**config.mk**
```make
export PLATFORM = sky130hd
export DESIGN_NAME = decode_stage
export DESIGN_NICKNAME = d
export VERILOG_FILES = /design/src/rtl/decode_stage_pkg.sv /design/src/rtl/decode_stage_decode_logic.sv /design/src/rtl/decode_stage.sv
export SDC_FILE = /design/constraint.sdc
export NUM_CORES = 1
export LEC_CHECK = 0
export ABC_AREA = 1
export BUFFER_PORTS_ARGS = -buffer_cell sky130_fd_sc_hd__buf_2
export CAP_MARGIN = 0
export CORE_MARGIN = 2
export CORE_UTILIZATION = 50
export DETAILED_ROUTE_END_ITERATION = 8
export PLACE_DENSITY = 0.73
export SETUP_SLACK_MARGIN = 0.05
export SKIP_CTS_REPAIR_TIMING = 1
export SYNTH_ARGS = -nofsm -noshare
export SYNTH_HDL_FRONTEND = slang
export SYNTH_SLANG_ARGS = --single-unit
```
**constraint.sdc**
```tcl
create_clock -name clk -period 2.13 [get_ports clk]
set_input_delay 0.426 -clock clk [delete_from_list [all_inputs] [get_ports clk]]
set_output_delay 0.426 -clock clk [all_outputs]
set_load 0.05 [all_outputs]
```
**src/rtl/decode_stage_pkg.sv**
```systemverilog
// Shared constants and types for the RV32I decode stage: opcodes, the NOP
// encoding, the instruction-format enum and the registered decode bundle.
package decode_stage_pkg;

    localparam int P_XLEN       = 32;
    localparam int P_REG_ADDR_W = 5;

    localparam logic [6:0] OPC_OP     = 7'b0110011;
    localparam logic [6:0] OPC_OP_IMM = 7'b0010011;
    localparam logic [6:0] OPC_LOAD   = 7'b0000011;
    localparam logic [6:0] OPC_STORE  = 7'b0100011;
    localparam logic [6:0] OPC_BRANCH = 7'b1100011;
    localparam logic [6:0] OPC_JAL    = 7'b1101111;
    localparam logic [6:0] OPC_JALR   = 7'b1100111;
    localparam logic [6:0] OPC_LUI    = 7'b0110111;
    localparam logic [6:0] OPC_AUIPC  = 7'b0010111;
    localparam logic [6:0] OPC_NOP    = 7'h00;

    // NONE is encoded as zero so a cleared bundle reads as "no instruction".
    typedef enum logic [2:0] {
        FMT_NONE = 3'd0,
        FMT_R    = 3'd1,
        FMT_I    = 3'd2,
        FMT_S    = 3'd3,
        FMT_B    = 3'd4,
        FMT_U    = 3'd5,
        FMT_J    = 3'd6
    } inst_fmt_e;

    typedef struct packed {
        logic [P_XLEN-1:0]       pc;
        logic [6:0]              opcode;
        logic [2:0]              func3;
        logic [6:0]              func7;
        logic [P_REG_ADDR_W-1:0] rs1;
        logic [P_REG_ADDR_W-1:0] rs2;
        logic [P_REG_ADDR_W-1:0] rd;
        logic                    reg_we;
        logic [P_XLEN-1:0]       imm;
        inst_fmt_e               fmt;
        logic                    illegal;
    } bundle_t;

    localparam int BUNDLE_W = $bits(bundle_t);

    function automatic logic [P_XLEN-1:0] sext32(input logic [31:0] v);
        return P_XLEN'({{P_XLEN{v[31]}}, v});
    endfunction

endpackage

```
**src/rtl/decode_stage_decode_logic.sv**
```systemverilog
// Pure combinational RV32I instruction-to-bundle decoder.
// Define DECODE_RV32M_EN to accept OP with func7 0000001 (M extension) as legal.
module decode_stage_decode_logic
    import decode_stage_pkg::*;
(
    input  logic [31:0]       i_inst,
    input  logic [P_XLEN-1:0] i_pc,
    output bundle_t           o_bundle
);

    logic [6:0]              w_opc;
    logic [2:0]              w_f3;
    logic [6:0]              w_f7;
    logic [P_REG_ADDR_W-1:0] w_rs1;
    logic [P_REG_ADDR_W-1:0] w_rs2;
    logic [P_REG_ADDR_W-1:0] w_rd;
    logic [31:0]             w_imm_i;

    assign w_opc   = i_inst[6:0];
    assign w_f3    = i_inst[14:12];
    assign w_f7    = i_inst[31:25];
    assign w_rs1   = i_inst[19:15];
    assign w_rs2   = i_inst[24:20];
    assign w_rd    = i_inst[11:7];
    assign w_imm_i = {{20{i_inst[31]}}, i_inst[31:20]};

    inst_fmt_e   w_fmt;
    logic        w_legal;
    logic [31:0] w_imm32;
    logic        w_uses_rs1;
    logic        w_uses_rs2;
    logic        w_writes_rd;

    always_comb begin
        w_fmt   = FMT_NONE;
        w_legal = 1'b0;
        w_imm32 = '0;
        case (w_opc)
            OPC_LUI, OPC_AUIPC: begin
                w_fmt   = FMT_U;
                w_legal = 1'b1;
                w_imm32 = {i_inst[31:12], 12'b0};
            end
            OPC_JAL: begin
                w_fmt   = FMT_J;
                w_legal = 1'b1;
                w_imm32 = {{11{i_inst[31]}}, i_inst[31], i_inst[19:12],
                           i_inst[20], i_inst[30:21], 1'b0};
            end
            OPC_JALR: begin
                w_fmt   = FMT_I;
                w_legal = (w_f3 == 3'b000);
                w_imm32 = w_imm_i;
            end
            OPC_BRANCH: begin
                w_fmt   = FMT_B;
                w_legal = !(w_f3 inside {3'b010, 3'b011});
                w_imm32 = {{19{i_inst[31]}}, i_inst[31], i_inst[7],
                           i_inst[30:25], i_inst[11:8], 1'b0};
            end
            OPC_LOAD: begin
                w_fmt   = FMT_I;
                w_legal = w_f3 inside {3'b000, 3'b001, 3'b010, 3'b100, 3'b101};
                w_imm32 = w_imm_i;
            end
            OPC_STORE: begin
                w_fmt   = FMT_S;
                w_legal = w_f3 inside {3'b000, 3'b001, 3'b010};
                w_imm32 = {{20{i_inst[31]}}, i_inst[31:25], i_inst[11:7]};
            end
            OPC_OP_IMM: begin
                w_fmt   = FMT_I;
                w_imm32 = w_imm_i;
                // Shift-immediates reuse the upper immediate bits as func7.
                case (w_f3)
                    3'b001:  w_legal = (w_f7 == 7'b0000000);
                    3'b101:  w_legal = (w_f7 == 7'b0000000) || (w_f7 == 7'b0100000);
                    default: w_legal = 1'b1;
                endcase
            end
            OPC_OP: begin
                w_fmt   = FMT_R;
                w_legal = (w_f7 == 7'b0000000)
                       || ((w_f7 == 7'b0100000) && (w_f3 inside {3'b000, 3'b101}))
`ifdef DECODE_RV32M_EN
                       || (w_f7 == 7'b0000001)
`endif
                       ;
            end
            default: ;
        endcase
    end

    assign w_uses_rs1  = w_legal && (w_fmt inside {FMT_R, FMT_I, FMT_S, FMT_B});
    assign w_uses_rs2  = w_legal && (w_fmt inside {FMT_R, FMT_S, FMT_B});
    assign w_writes_rd = w_legal && (w_fmt inside {FMT_R, FMT_I, FMT_U, FMT_J}) && (w_rd != '0);

    always_comb begin
        o_bundle         = '0;
        o_bundle.pc      = i_pc;
        o_bundle.opcode  = w_legal ? w_opc : OPC_NOP;
        o_bundle.func3   = w_f3;
        o_bundle.func7   = w_f7;
        o_bundle.rs1     = w_uses_rs1 ? w_rs1 : '0;
        o_bundle.rs2     = w_uses_rs2 ? w_rs2 : '0;
        o_bundle.rd      = w_writes_rd ? w_rd : '0;
        o_bundle.reg_we  = w_writes_rd;
        o_bundle.imm     = w_legal ? sext32(w_imm32) : '0;
        o_bundle.fmt     = w_legal ? w_fmt : FMT_NONE;
        o_bundle.illegal = !w_legal;
    end

endmodule

```
**src/rtl/decode_stage.sv**
```systemverilog
// Registered, handshaked RV32I decode stage with a one-entry skid buffer.
// Optional M-extension decode is enabled by defining DECODE_RV32M_EN.
module decode_stage
    import decode_stage_pkg::*;
#(
    parameter int XLEN       = P_XLEN,
    parameter int REG_ADDR_W = P_REG_ADDR_W
) (
    input  logic                  clk,
    input  logic                  resetN,
    input  logic                  flush,
    input  logic                  inValid,
    output logic                  inReady,
    input  logic [31:0]           inInst,
    input  logic [XLEN-1:0]       inPc,
    output logic                  outValid,
    input  logic                  outReady,
    output logic [XLEN-1:0]       outPc,
    output logic [REG_ADDR_W-1:0] readAddr1,
    output logic [REG_ADDR_W-1:0] readAddr2,
    output logic [REG_ADDR_W-1:0] writeAddr,
    output logic                  regWriteEnable,
    output logic [6:0]            ALUopcode,
    output logic [2:0]            ALUFunc3,
    output logic [6:0]            ALUFunc7,
    output logic [XLEN-1:0]       immValue,
    output logic [2:0]            instFormat,
    output logic                  illegal
);

    bundle_t w_dec;

    decode_stage_decode_logic u_decode (
        .i_inst   (inInst),
        .i_pc     (inPc),
        .o_bundle (w_dec)
    );

    bundle_t             r_out;
    logic                r_out_valid;
    logic [BUNDLE_W-1:0] r_skid;
    logic                r_skid_valid;
    logic                r_in_ready;

    bundle_t             w_out_next;
    logic                w_out_valid_next;
    logic [BUNDLE_W-1:0] w_skid_next;
    logic                w_skid_valid_next;
    logic                w_in_ready_next;
    logic                w_in_fire;
    logic                w_out_fire;

    assign w_in_fire  = inValid && r_in_ready;
    assign w_out_fire = r_out_valid && outReady;

    always_comb begin
        w_out_next        = r_out;
        w_out_valid_next  = r_out_valid;
        w_skid_next       = r_skid;
        w_skid_valid_next = r_skid_valid;
        if (flush) begin
            w_out_valid_next  = 1'b0;
            w_skid_valid_next = 1'b0;
        end else if (!r_out_valid || w_out_fire) begin
            // Skid is always older than anything arriving now; inReady is low while it is full.
            if (r_skid_valid) begin
                w_out_next        = bundle_t'(r_skid);
                w_out_valid_next  = 1'b1;
                w_skid_valid_next = 1'b0;
            end else if (w_in_fire) begin
                w_out_next       = w_dec;
                w_out_valid_next = 1'b1;
            end else begin
                w_out_valid_next = 1'b0;
            end
        end else if (w_in_fire) begin
            w_skid_next       = w_dec;
            w_skid_valid_next = 1'b1;
        end
        w_in_ready_next = !w_skid_valid_next;
    end

    always_ff @(posedge clk or negedge resetN) begin
        if (!resetN) begin
            r_out        <= '0;
            r_out_valid  <= 1'b0;
            r_skid       <= '0;
            r_skid_valid <= 1'b0;
            r_in_ready   <= 1'b0;
        end else begin
            r_out        <= w_out_next;
            r_out_valid  <= w_out_valid_next;
            r_skid       <= w_skid_next;
            r_skid_valid <= w_skid_valid_next;
            r_in_ready   <= w_in_ready_next;
        end
    end

    assign inReady        = r_in_ready;
    assign outValid       = r_out_valid;
    assign outPc          = r_out.pc;
    assign readAddr1      = r_out.rs1;
    assign readAddr2      = r_out.rs2;
    assign writeAddr      = r_out.rd;
    assign regWriteEnable = r_out.reg_we;
    assign ALUopcode      = r_out.opcode;
    assign ALUFunc3       = r_out.func3;
    assign ALUFunc7       = r_out.func7;
    assign immValue       = r_out.imm;
    assign instFormat     = r_out.fmt;
    assign illegal        = r_out.illegal;

endmodule

```
Yosys cells after proc, flatten, opt, wreduce, memory -nomap -nowiden:

Cells that the tools add are included.
W data, S select, Z words.

* bitwise logic cells: 2
* $lt $le $gt $ge: 0
* add/subtract/negate cells: 0
* multipliers: 0
* divide/modulo/power cells: 0
* equal/unequal tests: 21
* shifts and indexed selects: 0
* reductions and logical operators: 31
* muxes and demuxes: 19

Operator list (count)
* $mux W101: 2
* $pmux W32 S5: 1
* $mux W32: 1
* $eq A7 B6 Y1 const B: 4
* $eq A7 B7 Y1 const B: 3
* $pmux W3 S6: 1
* $eq A3 B3 Y1 const B: 5
* $mux W5: 3
* $eq A7 B5 Y1 const B: 2
* $eq A3 B2 Y1 const B: 4
* $reduce_bool A5 Y1: 2
* $reduce_bool A2 Y1: 4
* $reduce_bool A4 Y1: 2
* $eq A7 B2 Y1 const B: 1
* $logic_and A1 B1 Y1: 7
* $logic_not A7 Y1: 1
* $mux W1: 7
* $mux W7: 1
* $pmux W1 S7: 1
* $eq A3 B1 Y1 const B: 2
* $reduce_and A3 Y1: 2
* $reduce_bool A3 Y1: 2
* $reduce_or A3 Y1: 2
* $logic_not A1 Y1: 4
* 6 further kinds: 9

* memories kept: 0
* memory bits (writable): 0
* logic and storage cells: 88
* output and inout port bits: 103
* register bits after elaboration: 205
* ROM bits: 0
* latch bits: 0
* bits of input ports: 69

Depth between registers and ports, before layout:

* depth in word-level cells: 10
* gate-level depth with buffers: 16
* mapped depth without buffers: 16

Modules after synthesis:

From an unflattened synthesis, not the netlist that was laid out.

* cells, all modules: 1506
* area, all modules: 10739.0 µm²

By module, submodules not included
* decode_stage: instances 1, seq. area each 5129.9 µm², cells an instance 1218, area each 9310.2 µm²
* decode_stage_decode_logic: instances 1, seq. area each 0.0 µm², cells an instance 288, area each 1428.9 µm²

Worst setup path before layout:

OpenSTA, ideal clock, no wires.

* kind: input-to-reg
* start point: in inInst[1]
* end point: reg r_out (netlist bit readAddr1[3])
* path slack: -0.018 ns
* required time: 2.012 ns
* arrival: 2.030 ns
* stages on the path: 15
* library setup time: 0.118 ns
* buffers on the path: 0
* cells stage by stage: nand2_1 > nor2_1 > nand2_2 > nand3_2 > nor2_1 > inv_1 > ha_1 > nor2_1 > nand3_1 > nand2_1 > nand2_1 > nand3_1 > nand2_1 > nand2_1 > nand2_1

* word-level cells in the longest chain between the ends: 9
* elaborated cells between the ends (all ways): 23
* those cells by class: 13 x eq/ne; 5 x mux; 5 x reduce/logical

Ends and longest elaborated chain
* start, declared: RTL line decode_stage.sv:14 `input logic [31:0] inInst,`
* $eq A7 B7 Y1 (tied with other cells): RTL line decode_stage_decode_logic.sv:38 `case (w_opc)`
* $reduce_or A3 Y1 (no source line) / $reduce_or A2 Y1 (equally long branches)
* $pmux W3 S6: RTL line decode_stage_decode_logic.sv:38
* $eq A3 B1 Y1 (tied with other cells): RTL line decode_stage_decode_logic.sv:94 `assign w_uses_rs1 = w_legal && (w_fmt inside {FMT_R, FMT_I, FMT_S, FMT_B});`
* $reduce_bool A4 Y1: RTL line decode_stage_decode_logic.sv:94
* $logic_and A1 B1 Y1 *: RTL line decode_stage_decode_logic.sv:94
* $mux W5 *: RTL line decode_stage_decode_logic.sv:104 `o_bundle.rs1 = w_uses_rs1 ? w_rs1 : '0;`
* $mux W101 *: RTL line decode_stage.sv:70 `end else if (w_in_fire) begin`
* $mux W101 *: RTL line decode_stage.sv:66 `if (r_skid_valid) begin`
* end signal, assigned: RTL line decode_stage.sv:91 `r_out <= w_out_next;`
* end, declared: RTL line decode_stage.sv:39 `bundle_t r_out;`

Every way passes the cells marked *; elsewhere a longest branch is shown, timed or not. The select of a mux whose other input is x is not followed.
A chain may end at the register's enable or synchronous reset.

Worst setup path in the final report:

Same ends and word-level chain as after synthesis.

==> impl_metrics.ini <==
[logic_synthesis]
synthesis.nets = 1275
synth.distinct_cells = 34
avgSynthCellArea_um2 = 7.927
synth_warnings = 0
syn_area_um2 = 9528
async_flop_share_pct = 100.0
synth-edff-count = 0
ys_ff_latch = 205
ys.flop_type = dfrtp_1
netlist_instances = 1202
yosysSeqAreaShare_pct = 53.84

[sta]
slew_headroom_pct = 56.42
drv_slew = 0
rsz0062_at_grt = no
max_freq_mhz = 561.5
setup_viol_count_final = 0
fin_worst_skew_ns = 0.008128
hold_viol = 0
post-route-min-period_ns = 1.781
period_share_pct = 83.61
worst_pin_slew_ns = 0.6537

[clocking]
insertion_delay_ns = 0.51
clock_path_buffers = 3
numCtsBuffers = 23
h-tree-depth = 1
clockRootBuffer = clkbuf_16
cts.clk_slew.worst_paths_ns = 0.06
clock-sinks = 205
cts_tree = done

[floorplanning]
start_util_pct = 50.94
core-area_um2 = 18710
dieArea_um2 = 20180
rows = 50
io_pins = 172
die_y_um = 142.0
die_w_um = 142.0

[global_route]
antenna_found_initial = 1
grt_max_degree = 166
grt_pass1_wl_um = 39990
grt_use_total_pct = 24.35
grt_pass1_vias = 7840
grt_remaining_overflow = 0

[worst_setup_path]
worst_path_most_repeated_cell = nand2_1
critPathCaptureType = register
cp_top_family = simple AND/OR/NAND/NOR gates
crit_required_ns = 2.53
crit_fanout = 5
critical_path.cell_chain = buf_2, nand2_2, nor3_4, inv_1, nor2_1, nor2_1, nand2_1, inv_1, ha_1, o21bai_1, nand2_1, nand2_2, nand3_1, nand2_1, nand2_1, nand2_1
critical_path_class = in2reg
start_kind = primary input
crit_slowest_cell = nor3_4
worst_path_largest_cell_delay_ns = 0.28
cp_num_buf_inv = 3
crit_arrival_ns = 2.18

[drt]
wire_per_inst_um = 15.12
wl_um = 24640
drtAntennaViolNets = 0
vias = 8430
drt_first_pass_iters = 5
drc = 0
vias_per_cell = 5.175
drt_iter0_markers = 643

[power]
seqPwrFrac_pct = 44.3
p_leak_uw = 0.006465
p_sw_uw = 3232
internal-power_uw = 7107
swShare_pct = 31.26
clockPowerShare_pct = 36.9
power_density_nw_per_um2 = 887.9
pwr-share-comb_pct = 18.8
ir_worst_vdd_mv = 0.6100

[cells_and_area]
drive_gt1_share_pct = 21.16
syn_to_final_growth_pct = 22.22
finalNetCount = 1452
fin_cells = 1629
final_cell_area_um2 = 11640

[placed_design]
numPortBuffers = 171
dpl.hpwl_um = 16340
dpl_cell_area_um2 = 10910
place_congestion = 0.8920
place_inst = 1587

[flow_run]
max_cap_viol_count = 0

[run_status]
status = finished clean

[worst_hold_path]
hold_class = in2reg
==> logic make-up (layout without fill, tap and decap cells) <==
group                      after synthesis  in the layout  share of synthesized area, %
and+or+nand+nor                        571            571                         24.56
other                                    0              1                             0
buffers and inverters                  150            342                         6.540
adders and majority gates                4              4                        0.5253
AOI/OAI and AO/OA                      272            272                         14.54
DFF                                    205            205                         53.84
==> cells in the mapped netlist (all sizes together), types with 2 or more instances <==
| cell type | instances | area, um^2 |
|---|---|---|
| nand2 | 418 | 1587 |
| o21ai | 230 | 1151 |
| dfrtp | 205 | 5130 |
| nor2 | 94 | 365.3 |
| inv | 76 | 292.8 |
| clkbuf | 57 | 214.0 |
| nand3 | 46 | 285.3 |
| a21oi | 32 | 160.2 |
| buf | 17 | 116.4 |
| nand4 | 7 | 43.79 |
| ha | 4 | 50.05 |
| o211ai | 4 | 30.03 |
| nor3 | 3 | 37.53 |
| nand3b | 2 | 15.01 |
| o21a | 2 | 15.01 |
==> power groups by stage <==
stage / Sequential, uW / Combinational, uW / Clock [uW]
finish: 4580 / 1940 / 3810
global route: 4640 / 2120 / 4040
CTS: 4580 / 1960 / 3870
detailed placement: 4640 / 1950 / 0
global placement: 4630 / 1920 / 0
floorplan: 5340 / 604 / 0
==> layout make-up <==
| class | count | area [um^2] |
|---|---|---|
| Fill cell | 1656 | 7061 |
| Multi-Input combinational cell | 847 | 3797 |
| Antenna cell | 1 | 2.502 |
| Clock inverter | 7 | 66.31 |
| Timing Repair Buffer | 226 | 1405 |
| Inverter | 76 | 297.8 |
| Tap cell | 234 | 292.8 |
| Sequential cell | 205 | 5130 |
| Clock buffer | 33 | 653.1 |
==> placed cells by master (no fill, tap or decap), types with 7 or more instances in the layout <==
cell type | netlist | final
nand2_1 | 413 | 411
buf_4 | 1 | 44
clkbuf_16 | 0 | 23
buf_12 | 0 | 10
o21ai_1 | 37 | 37
dfrtp_1 | 205 | 205
a21oi_1 | 32 | 32
nand4_1 | 7 | 7
nand3_1 | 35 | 34
inv_1 | 69 | 67
nor2_1 | 91 | 89
nand3_2 | 11 | 11
buf_2 | 6 | 170
o21ai_0 | 193 | 193
==> path summary, 6_finish.rpt <==
kind / start / endpoint / slack (ns) / cells past startpoint
worst max-delay path: inInst[1] / readAddr1[3] / 0.35 / 16
worst min-delay path: flush / inReady / 0.18 / 3
worst max register to register: outValid / r_skid[38] / 0.48 / 7
worst min register to register: immValue[28] / immValue[28] / 0.47 / 2
max in group asynchronous: resetN / ALUopcode[3] / 0.94 / 3
min in group asynchronous: resetN / outPc[13] / 0.42 / 2
==> routing by layer <==
| layer | track usage (%) | wire (um) |
|---|---|---|
| met5 | 0 | 0 |
| met4 | 6.316 | 453 |
| met3 | 3.129 | 1361 |
| met2 | 38.29 | 11340 |
| met1 | 35.98 | 11490 |
==> flip-flops by register name, summed over array words and instances, names as in the netlist <==
name	count
inReady	1
ALUFunc3	3
immValue	32
regWriteEnable	1
readAddr1	5
outPc	32
ALUopcode	7
r_skid	101
readAddr2	5
r_skid_valid	1
illegal	1
writeAddr	5
outValid	1
instFormat	3
ALUFunc7	7
==> stage by stage <==
stage / hold slack [ns] / util [%] / setup slack (ns) / total power [uW] / setup TNS, ns
2_1_floorplan: 0.1304 / - / 0.05597 / 5944 / 0
3_5_place_dp: 0.3909 / 58.34 / -0.1714 / 6596 / -2.319
4_1_cts: -0.1418 / 62.19 / 0.3540 / 10410 / 0
6_report: 0.1804 / 62.25 / 0.3491 / 10340 / 0
3_3_place_gp: 0.3904 / 58.34 / -0.09228 / 6552 / -0.6539
5_1_grt: 0.1807 / 62.25 / 0.1559 / 10800 / 0
==> tightest hold or removal path, stage by stage <==
cell	delay (ns)
buf_2	0.09
nor2_1	0.05
nand2_1	0.08
No activity file was read; power rests on OpenSTA's default activity.
